`src/rtl/riscv_pkg.sv`:
```
// Shared RV32I decode types: unit/op enums, opcode and funct constants, immediate formats.
package riscv_pkg;

  localparam int unsigned XLEN = 32;

  typedef enum logic [1:0] {UnitAlu, UnitBranch, UnitLsu, UnitMul} unit_t;

  typedef enum logic [5:0] {
    OpAdd, OpSub, OpSll, OpSlt, OpSltu, OpXor, OpSrl, OpSra, OpOr, OpAnd,
    OpLui, OpAuipc, OpNop, OpJal, OpJalr,
    OpBeq, OpBne, OpBlt, OpBge, OpBltu, OpBgeu,
    OpLb, OpLh, OpLw, OpLbu, OpLhu, OpSb, OpSh, OpSw,
    OpMul, OpMulh, OpMulhsu, OpMulhu, OpDiv, OpDivu, OpRem, OpRemu
  } op_t;

  typedef enum logic [2:0] {ImmNone, ImmI, ImmS, ImmB, ImmU, ImmJ} imm_fmt_t;

  localparam logic [6:0] OPC_LUI      = 7'b0110111;
  localparam logic [6:0] OPC_AUIPC    = 7'b0010111;
  localparam logic [6:0] OPC_JAL      = 7'b1101111;
  localparam logic [6:0] OPC_JALR     = 7'b1100111;
  localparam logic [6:0] OPC_BRANCH   = 7'b1100011;
  localparam logic [6:0] OPC_LOAD     = 7'b0000011;
  localparam logic [6:0] OPC_STORE    = 7'b0100011;
  localparam logic [6:0] OPC_OP_IMM   = 7'b0010011;
  localparam logic [6:0] OPC_OP       = 7'b0110011;
  localparam logic [6:0] OPC_MISC_MEM = 7'b0001111;
  localparam logic [6:0] OPC_SYSTEM   = 7'b1110011;

  localparam logic [2:0] F3_ADD = 3'd0;
  localparam logic [2:0] F3_SLL = 3'd1;
  localparam logic [2:0] F3_SR  = 3'd5;

  localparam logic [6:0] F7_BASE   = 7'h00;
  localparam logic [6:0] F7_ALT    = 7'h20;
  localparam logic [6:0] F7_MULDIV = 7'h01;

  function automatic logic [31:0] imm_gen(input logic [31:7] ib, input imm_fmt_t fmt);
    case (fmt)
      ImmI:    return {{21{ib[31]}}, ib[30:20]};
      ImmS:    return {{21{ib[31]}}, ib[30:25], ib[11:7]};
      ImmB:    return {{20{ib[31]}}, ib[7], ib[30:25], ib[11:8], 1'b0};
      ImmU:    return {ib[31:12], 12'b0};
      ImmJ:    return {{12{ib[31]}}, ib[19:12], ib[20], ib[30:21], 1'b0};
      default: return 32'b0;
    endcase
  endfunction

  function automatic op_t alu_op(input logic [2:0] f3, input logic alt);
    case (f3)
      3'd0:    return alt ? OpSub : OpAdd;
      3'd1:    return OpSll;
      3'd2:    return OpSlt;
      3'd3:    return OpSltu;
      3'd4:    return OpXor;
      3'd5:    return alt ? OpSra : OpSrl;
      3'd6:    return OpOr;
      default: return OpAnd;
    endcase
  endfunction

endpackage

```
`src/rtl/decode_if.sv`:
```
// Fetch-to-decode, writeback and decode-to-EXE signal bundle.
interface decode_if import riscv_pkg::*; #(
  parameter int unsigned XLEN = riscv_pkg::XLEN
) ();
  logic [31:0]     instr_q_i;
  logic [XLEN-1:0] pc_q_i;
  logic            flush_v_i;
  logic            wb_en_i;
  logic [4:0]      wb_rd_i;
  logic [XLEN-1:0] wb_data_i;
  logic            exe_valid_q_o;
  logic [XLEN-1:0] pc_q_o;
  logic [XLEN-1:0] rs1_data_q_o;
  logic [XLEN-1:0] rs2_data_q_o;
  logic [XLEN-1:0] imm_q_o;
  logic [4:0]      rd_q_o;
  logic            rd_wen_q_o;
  unit_t           unit_q_o;
  op_t             op_q_o;
  logic            illegal_q_o;

  modport master (
    output instr_q_i, pc_q_i, flush_v_i, wb_en_i, wb_rd_i, wb_data_i,
    input  exe_valid_q_o, pc_q_o, rs1_data_q_o, rs2_data_q_o, imm_q_o, rd_q_o, rd_wen_q_o,
           unit_q_o, op_q_o, illegal_q_o
  );

  modport slave (
    input  instr_q_i, pc_q_i, flush_v_i, wb_en_i, wb_rd_i, wb_data_i,
    output exe_valid_q_o, pc_q_o, rs1_data_q_o, rs2_data_q_o, imm_q_o, rd_q_o, rd_wen_q_o,
           unit_q_o, op_q_o, illegal_q_o
  );
endinterface

```
`src/rtl/decode_regfile.sv`:
```
// 32 x XLEN register file, 2 async reads, 1 sync write, x0 hardwired, write-to-read bypass.
module decode_regfile #(
  parameter int unsigned XLEN = 32
) (
  input  logic            clk,
  input  logic            reset_n,
  input  logic [4:0]      raddr1,
  input  logic [4:0]      raddr2,
  output logic [XLEN-1:0] rdata1,
  output logic [XLEN-1:0] rdata2,
  input  logic            we,
  input  logic [4:0]      waddr,
  input  logic [XLEN-1:0] wdata
);
  logic [XLEN-1:0] mem_q [32];

  always_ff @(posedge clk or negedge reset_n) begin
    if (!reset_n) begin
      for (int i = 0; i < 32; i++) mem_q[i] <= '0;
    end else if (we && waddr != 5'd0) begin
      mem_q[waddr] <= wdata;
    end
  end

  always_comb begin
    rdata1 = mem_q[raddr1];
    rdata2 = mem_q[raddr2];
    if (we && waddr == raddr1) rdata1 = wdata;
    if (we && waddr == raddr2) rdata2 = wdata;
    if (raddr1 == 5'd0) rdata1 = '0;
    if (raddr2 == 5'd0) rdata2 = '0;
  end
endmodule

```
`src/rtl/decode.sv`:
```
// RV32I decode stage with squash FSM and registered micro-op output.
// Define DECODE_M_EXT_EN to decode the RV32M ops onto the MUL unit.
module decode import riscv_pkg::*; #(
  parameter int unsigned XLEN         = riscv_pkg::XLEN,
  parameter bit          RESET_SQUASH = 1'b1
) (
  input logic    clk,
  input logic    reset_n,
  decode_if.slave bus
);
  typedef enum logic {StSquash, StRun} state_e;
  localparam state_e StReset = RESET_SQUASH ? StSquash : StRun;

  state_e state_q, state_d;
  logic   in_valid;

  always_ff @(posedge clk or negedge reset_n) begin
    if (!reset_n) state_q <= StReset;
    else          state_q <= state_d;
  end

  always_comb begin
    state_d  = StRun;
    in_valid = (state_q == StRun) & ~bus.flush_v_i;
  end

  logic [31:0] instr;
  logic [6:0]  opc, f7;
  logic [2:0]  f3;
  logic [4:0]  rd;
  unit_t       unit_d;
  op_t         op_d;
  imm_fmt_t    fmt;
  logic        wen_d, illegal_d;
  logic [XLEN-1:0] rs1_data, rs2_data;

  assign instr = bus.instr_q_i;
  assign opc   = instr[6:0];
  assign f3    = instr[14:12];
  assign f7    = instr[31:25];
  assign rd    = instr[11:7];

  always_comb begin
    unit_d    = UnitAlu;
    op_d      = OpNop;
    fmt       = ImmNone;
    wen_d     = 1'b0;
    illegal_d = 1'b0;
    if (instr[1:0] != 2'b11) begin
      illegal_d = 1'b1;
    end else begin
      case (opc)
        OPC_LUI:   begin op_d = OpLui;   fmt = ImmU; wen_d = 1'b1; end
        OPC_AUIPC: begin op_d = OpAuipc; fmt = ImmU; wen_d = 1'b1; end
        OPC_JAL: begin
          unit_d = UnitBranch; op_d = OpJal; fmt = ImmJ; wen_d = 1'b1;
        end
        OPC_JALR: begin
          unit_d = UnitBranch; op_d = OpJalr; fmt = ImmI; wen_d = 1'b1;
          illegal_d = (f3 != 3'd0);
        end
        OPC_BRANCH: begin
          unit_d = UnitBranch; fmt = ImmB;
          case (f3)
            3'd0:    op_d = OpBeq;
            3'd1:    op_d = OpBne;
            3'd4:    op_d = OpBlt;
            3'd5:    op_d = OpBge;
            3'd6:    op_d = OpBltu;
            3'd7:    op_d = OpBgeu;
            default: illegal_d = 1'b1;
          endcase
        end
        OPC_LOAD: begin
          unit_d = UnitLsu; fmt = ImmI; wen_d = 1'b1;
          case (f3)
            3'd0:    op_d = OpLb;
            3'd1:    op_d = OpLh;
            3'd2:    op_d = OpLw;
            3'd4:    op_d = OpLbu;
            3'd5:    op_d = OpLhu;
            default: illegal_d = 1'b1;
          endcase
        end
        OPC_STORE: begin
          unit_d = UnitLsu; fmt = ImmS;
          case (f3)
            3'd0:    op_d = OpSb;
            3'd1:    op_d = OpSh;
            3'd2:    op_d = OpSw;
            default: illegal_d = 1'b1;
          endcase
        end
        OPC_OP_IMM: begin
          fmt   = ImmI;
          wen_d = 1'b1;
          // Only the shift-immediates constrain the funct7 field.
          op_d  = alu_op(f3, instr[30] & (f3 == F3_SR));
          if (f3 == F3_SLL) illegal_d = (f7 != F7_BASE);
          if (f3 == F3_SR)  illegal_d = (f7 != F7_BASE) && (f7 != F7_ALT);
        end
        OPC_OP: begin
          wen_d = 1'b1;
          if (f7 == F7_BASE) begin
            op_d = alu_op(f3, 1'b0);
          end else if (f7 == F7_ALT && (f3 == F3_ADD || f3 == F3_SR)) begin
            op_d = alu_op(f3, 1'b1);
`ifdef DECODE_M_EXT_EN
          end else if (f7 == F7_MULDIV) begin
            unit_d = UnitMul;
            op_d   = op_t'(6'(OpMul) + 6'(f3));
`endif
          end else begin
            illegal_d = 1'b1;
          end
        end
        OPC_MISC_MEM: begin fmt = ImmI; illegal_d = (f3 != 3'd0); end
        default:      illegal_d = 1'b1;
      endcase
    end
    wen_d = wen_d & ~illegal_d & (rd != 5'd0);
  end

  decode_regfile #(.XLEN(XLEN)) u_regfile (
    .clk    (clk),
    .reset_n(reset_n),
    .raddr1 (instr[19:15]),
    .raddr2 (instr[24:20]),
    .rdata1 (rs1_data),
    .rdata2 (rs2_data),
    .we     (bus.wb_en_i),
    .waddr  (bus.wb_rd_i),
    .wdata  (bus.wb_data_i)
  );

  logic            valid_q, rd_wen_q, illegal_q;
  logic [XLEN-1:0] pc_q, rs1_q, rs2_q, imm_q;
  logic [4:0]      rd_q;
  unit_t           unit_q;
  op_t             op_q;

  always_ff @(posedge clk or negedge reset_n) begin
    if (!reset_n) begin
      valid_q   <= 1'b0;
      rd_wen_q  <= 1'b0;
      illegal_q <= 1'b0;
      pc_q      <= '0;
      rs1_q     <= '0;
      rs2_q     <= '0;
      imm_q     <= '0;
      rd_q      <= '0;
      unit_q    <= unit_t'('0);
      op_q      <= op_t'('0);
    end else begin
      valid_q   <= in_valid;
      rd_wen_q  <= in_valid & wen_d;
      illegal_q <= in_valid & illegal_d;
      pc_q      <= bus.pc_q_i;
      rs1_q     <= rs1_data;
      rs2_q     <= rs2_data;
      imm_q     <= XLEN'($signed(imm_gen(instr[31:7], fmt)));
      rd_q      <= rd;
      unit_q    <= unit_d;
      op_q      <= op_d;
    end
  end

  assign bus.exe_valid_q_o = valid_q;
  assign bus.rd_wen_q_o    = rd_wen_q;
  assign bus.illegal_q_o   = illegal_q;
  assign bus.pc_q_o        = pc_q;
  assign bus.rs1_data_q_o  = rs1_q;
  assign bus.rs2_data_q_o  = rs2_q;
  assign bus.imm_q_o       = imm_q;
  assign bus.rd_q_o        = rd_q;
  assign bus.unit_q_o      = unit_q;
  assign bus.op_q_o        = op_q;
endmodule

```
`src/flat_wrapper.sv`:
```
// flat-port wrapper written by rule: the top's interface ports become plain ports
module decode_flat import riscv_pkg::*;
#(
  parameter int unsigned XLEN         = riscv_pkg::XLEN,
  parameter bit          RESET_SQUASH = 1'b1
)
  (clk, reset_n, bus_instr_q_i, bus_pc_q_i, bus_flush_v_i, bus_wb_en_i, bus_wb_rd_i, bus_wb_data_i, bus_exe_valid_q_o, bus_pc_q_o, bus_rs1_data_q_o, bus_rs2_data_q_o, bus_imm_q_o, bus_rd_q_o, bus_rd_wen_q_o, bus_unit_q_o, bus_op_q_o, bus_illegal_q_o);
  decode_if #(.XLEN(XLEN)) bus_i ();
  input logic clk;
  input logic reset_n;
  input wire logic [$bits(bus_i.instr_q_i)-1:0] bus_instr_q_i;
  input wire logic [$bits(bus_i.pc_q_i)-1:0] bus_pc_q_i;
  input wire logic [$bits(bus_i.flush_v_i)-1:0] bus_flush_v_i;
  input wire logic [$bits(bus_i.wb_en_i)-1:0] bus_wb_en_i;
  input wire logic [$bits(bus_i.wb_rd_i)-1:0] bus_wb_rd_i;
  input wire logic [$bits(bus_i.wb_data_i)-1:0] bus_wb_data_i;
  output wire logic [$bits(bus_i.exe_valid_q_o)-1:0] bus_exe_valid_q_o;
  output wire logic [$bits(bus_i.pc_q_o)-1:0] bus_pc_q_o;
  output wire logic [$bits(bus_i.rs1_data_q_o)-1:0] bus_rs1_data_q_o;
  output wire logic [$bits(bus_i.rs2_data_q_o)-1:0] bus_rs2_data_q_o;
  output wire logic [$bits(bus_i.imm_q_o)-1:0] bus_imm_q_o;
  output wire logic [$bits(bus_i.rd_q_o)-1:0] bus_rd_q_o;
  output wire logic [$bits(bus_i.rd_wen_q_o)-1:0] bus_rd_wen_q_o;
  output wire logic [$bits(bus_i.unit_q_o)-1:0] bus_unit_q_o;
  output wire logic [$bits(bus_i.op_q_o)-1:0] bus_op_q_o;
  output wire logic [$bits(bus_i.illegal_q_o)-1:0] bus_illegal_q_o;
  assign bus_i.instr_q_i = bus_instr_q_i;
  assign bus_i.pc_q_i = bus_pc_q_i;
  assign bus_i.flush_v_i = bus_flush_v_i;
  assign bus_i.wb_en_i = bus_wb_en_i;
  assign bus_i.wb_rd_i = bus_wb_rd_i;
  assign bus_i.wb_data_i = bus_wb_data_i;
  assign bus_exe_valid_q_o = bus_i.exe_valid_q_o;
  assign bus_pc_q_o = bus_i.pc_q_o;
  assign bus_rs1_data_q_o = bus_i.rs1_data_q_o;
  assign bus_rs2_data_q_o = bus_i.rs2_data_q_o;
  assign bus_imm_q_o = bus_i.imm_q_o;
  assign bus_rd_q_o = bus_i.rd_q_o;
  assign bus_rd_wen_q_o = bus_i.rd_wen_q_o;
  assign bus_unit_q_o = bus_i.unit_q_o;
  assign bus_op_q_o = bus_i.op_q_o;
  assign bus_illegal_q_o = bus_i.illegal_q_o;
  decode #(.XLEN(XLEN), .RESET_SQUASH(RESET_SQUASH)) u_core (.clk(clk), .reset_n(reset_n), .bus(bus_i));
endmodule
```
`config.mk`:
```
export PLATFORM = sky130hd
export DESIGN_NAME = decode_flat
export DESIGN_NICKNAME = d
export VERILOG_FILES = /design/src/rtl/riscv_pkg.sv /design/src/rtl/decode_if.sv /design/src/rtl/decode_regfile.sv /design/src/rtl/decode.sv /design/src/flat_wrapper.sv
export SDC_FILE = /design/constraint.sdc
export NUM_CORES = 2
export LEC_CHECK = 0
export CORE_ASPECT_RATIO = 1.4
export CORE_UTILIZATION = 31
export CTS_CLUSTER_DIAMETER = 60
export CTS_CLUSTER_SIZE = 16
export DETAILED_ROUTE_END_ITERATION = 12
export PLACE_DENSITY_LB_ADDON = 0.25
export SLEW_MARGIN = 20
export SYNTH_ARGS = -nofsm -noshare
export SYNTH_HDL_FRONTEND = slang
export SYNTH_SLANG_ARGS = --single-unit
```
`constraint.sdc`:
```
create_clock -name clk -period 2.8 [get_ports clk]
set_input_delay 0.28 -clock clk [delete_from_list [all_inputs] [get_ports clk]]
set_output_delay 0.28 -clock clk [all_outputs]
set_load 0.005 [all_outputs]
```
==> Flow_metrics.wiki <==
{| class="wikitable"
! Metric !! Value
|-
| Proportion of register bits with asynchronous set or reset after synthesis || 100%
|-
| Average vias per placed instance || 5.66
|-
| Drc violations || 0
|-
| Hold bufs inserted after CTS || 35
|-
| TritonCTS sink count || 1168
|-
| Area of all sequential standard cells || 29200 um2
|-
| Detailed placer's ending HPWL || 144000 um
|-
| Reported leakage power || 30.9 nW
|-
| Floorplan die height || 520 um
|-
| Largest stage delay on the critical path || 490 ps
|-
| Timing-limited maximum frequency || 441 MHz
|-
| Cell area after synthesis || 59500 um2
|-
| Initial antenna violation count || 15
|-
| Kind of capture point of the worst setup path || flip-flop
|-
| Latest clock arrival within the worst-skew pair || 760 ps
|-
| Syn nets || 4009
|-
| Clock H-tree levels || 3
|-
| Detailed-route wire length || 213000 um
|-
| Initial core utilization || 31.3%
|-
| Cell with the largest stage delay on the worst path || sky130_fd_sc_hd__mux4_2
|-
| Cell-by-cell listing of the critical path || mux4_2, mux4_2, nor2b_1, a2111oi_0, buf_4, a21o_1, buf_12
|-
| Count of antenna-violating nets left after detailed routing || 0
|-
| Arrival @ worst endpoint || 2910 ps
|-
| I/O Buffers || 247
|-
| Tot GR Track Use || 22.1%
|-
| Max transition margin || 40.2%
|-
| CTS tree || built
|-
| Main flop type after synthesis || sky130_fd_sc_hd__dfrtp_1
|-
| First-pass GRT wire length || 308000 um
|-
| Count of TritonRoute iterations in the first routing pass || 6
|-
| Count of yosys warnings during synthesis || 0
|-
| Overall Power || 0.0485 W
|-
| Overflow after GRT || 0
|-
| Area overhead of the layout relative to synthesis || 20.9%
|-
| CP required || 3450 ps
|-
| Post-Route Utilization || 37.8%
|-
| Post_cts resized || 0
|-
| Post-synthesis cell type count || 65
|-
| Cell at the root of the clock tree || sky130_fd_sc_hd__clkbuf_16
|-
| Clock Skew || 31.4 ps
|-
| Via total after detailed routing || 38.6k
|-
| Sequential-to-total area share from yosys stat || 49.1%
|-
| Maximum number of pins on one net before global-route repair || 99
|-
| 1st-iter DRT viols || 2969
|-
| Reported max-cap violation count || 0
|-
| Post-CTS Setup Inserts || 0
|-
| Largest cells by area after synthesis || sky130_fd_sc_hd__dfrtp_1 (49%), sky130_fd_sc_hd__mux4_2 (19%), sky130_fd_sc_hd__mux2_2 (19%)
|-
| Post-synthesis sequential element count || 1168
|-
| Global placement routability congestion || 0.853
|-
| Cts bufs inserted || 108
|-
| Post-synth top area share || 49.1%
|-
| Category of the critical setup timing path || reg -> reg
|-
| Maximum fanout along the worst path || 3
|-
| Share of cells above drive strength 1 || 49.6%
|-
| Most used cells in the layout excluding fill and tap cells || sky130_fd_sc_hd__dfrtp_1 (1168), sky130_fd_sc_hd__mux2_2 (1001), sky130_fd_sc_hd__mux4_2 (515)
|-
| Most common cell after layout, fill and taps aside || sky130_fd_sc_hd__dfrtp_1
|-
| Total count of max-transition violations in the final report || 0
|-
| Power per cell area || 674 nW/um2
|-
| VDD IR-drop max || 0.000478 V
|-
| Via count of the first global-routing pass || 40.7k
|-
| DIE WIDTH || 372 um
|-
| Final Hold Fails || 0
|-
| Final cycle utilization of the critical path || 81.0%
|-
| Core area || 190000 um2
|-
| Post-synthesis cell type with the largest combined area || sky130_fd_sc_hd__dfrtp_1
|-
| Cell seen most often among critical-path stages || sky130_fd_sc_hd__mux4_2
|-
| Die area || 194000 um2
|-
| Final number of setup-violating endpoints || 0
|-
| Routed WL per cell || 31.2 um
|-
| Synthesized area divided by synthesized cell count || 15.2 um2
|-
| Slew at the pin with the worst max-slew slack || 894 ps
|-
| Fill count || 18.0k
|-
| Type of the most critical hold path || in -> reg
|-
| Post-synthesis cell count || 3904
|-
| Multi-input combinational cell area || 28600 um2
|-
| Row cnt || 189
|-
| Number of top-level design ports || 249
|-
| Clock period minus worst slack || 2270 ps
|-
| Clock slew seen by the registers of the worst setup and hold paths || 60 ps
|-
| Unrepaired setup endpoints after global routing || false
|-
| Layout net count || 4348
|-
| Type of element launching the critical path || flip-flop
|-
| Status || completed
|-
| Number of enable-type register cells in the synthesized netlist || 0
|-
| Number of buffers between clock root and the deepest sink || 3
|}
-- power by group --
part | leakage [nW] | internal, W | switching (W)
Combinational | 14.1 | 0.00621 | 0.00409
Sequential | 14.9 | 0.0199 | 0.00219
Clock | 1.84 | 0.00871 | 0.00736
Total | 30.9 | 0.0348 | 0.0136
-- metrics by stage --
stage / hold WS [ps] / instance area (um2) / setup TNS [ps] / setup slack (ps) / instances
4_1_cts: 3.60 / 71900 / 0 / 544 / 6817
3_3_place_gp: 235 / 67800 / -4240 / -191 / 6581
5_1_grt: 49.8 / 71900 / 0 / 481 / 6818
3_5_place_dp: 233 / 67800 / -2850 / -141 / 6581
2_1_floorplan: -15.6 / 59500 / 0 / 490 / 3904
6_report: 54.2 / 71900 / 0 / 533 / 6822
-- worst paths after layout --
check	start	end	slack, ps	cells after the start
max	u_core.u_regfile.mem_q[273]	u_core.bus.rs1_data_q_o[17]	530	7
min	bus_instr_q_i[7]	u_core.bus.rd_q_o[0]	50	1
max reg2reg	u_core.u_regfile.mem_q[273]	u_core.bus.rs1_data_q_o[17]	530	7
min reg2reg	u_core.u_regfile.mem_q[1007]	u_core.u_regfile.mem_q[1007]	390	0
max in group asynchronous	reset_n	u_core.bus.imm_q_o[24]	1620	4
min in group asynchronous	reset_n	u_core.bus.pc_q_o[22]	90	2
-- cell families after synthesis --
family	Yosys count	share of synthesized area [%]
XOR/XNOR	13	0.191
buffers and inverters	440	3.22
flip-flops	1168	49.1
multiplexers	1666	41.0
AND/OR/NAND/NOR	279	2.34
AO/OA/AOI/OAI	336	4.18
other	2	0.0126
-- final cells by class --
cell class	count	share of cell area (%)
inverters	7	0.0400
well taps	2483	4.32
multi-input cells	2296	39.8
clock inverters	70	1.14
flip-flops and latches	1168	40.6
clock buffers	131	4.12
diodes	5	0.0174
repair buffers	662	9.92
-- per-layer routing --
metal	vias to the layer above	GRT usage [%]	wire, um
met4	14	7.84	7520
li1	15700	-	-
met1	21200	28.1	85700
met2	1322	37.7	108000
met3	347	3.45	12100
met5	-	0	89
-- state kept, by name (all words and copies together), names as in the netlist, 2 cells and up --
name and flops:
u_core.bus.imm_q_o 32, u_core.bus.op_q_o 5, u_core.bus.rs1_data_q_o 32, u_core.u_regfile.mem_q 1024
u_core.bus.rs2_data_q_o 32, u_core.bus.pc_q_o 32, u_core.bus.unit_q_o 2, u_core.bus.rd_q_o 5
-- worst max-delay path, delay by kind of cell, from the launching register on --
family / cells / cell delay (ps)
AND/OR/NAND/NOR: 1 / 150
AO/OA/AOI/OAI: 2 / 300
buffers and inverters: 2 / 350
multiplexers: 2 / 980
flip-flops: 1 / 390
-- cells in the mapped netlist, drive strengths merged, types with 4 or more instances --
| cell | number |
|---|---|
| a21o | 42 |
| and3 | 9 |
| mux4 | 515 |
| a211oi | 15 |
| and2 | 14 |
| a32o | 16 |
| a31oi | 9 |
| mux2i | 150 |
| nand3b | 8 |
| nand3 | 14 |
| o22ai | 40 |
| a22oi | 20 |
| nor2 | 57 |
| and3b | 4 |
| o21ai | 44 |
| xnor2 | 12 |
| inv | 5 |
| a21boi | 4 |
| nor3b | 5 |
| o2111ai | 11 |
| nor3 | 16 |
| or4 | 4 |
| mux2 | 1001 |
| or2 | 4 |
| o211a | 8 |
| a32oi | 10 |
| nand2 | 93 |
| buf | 158 |
| dfrtp | 1168 |
| clkbuf | 275 |
| a221oi | 36 |
| nand2b | 8 |
| a2111oi | 26 |
| a21oi | 25 |
| o31ai | 4 |
| nor2b | 31 |
| o221ai | 5 |
No activity file was read; power rests on OpenSTA's default activity.
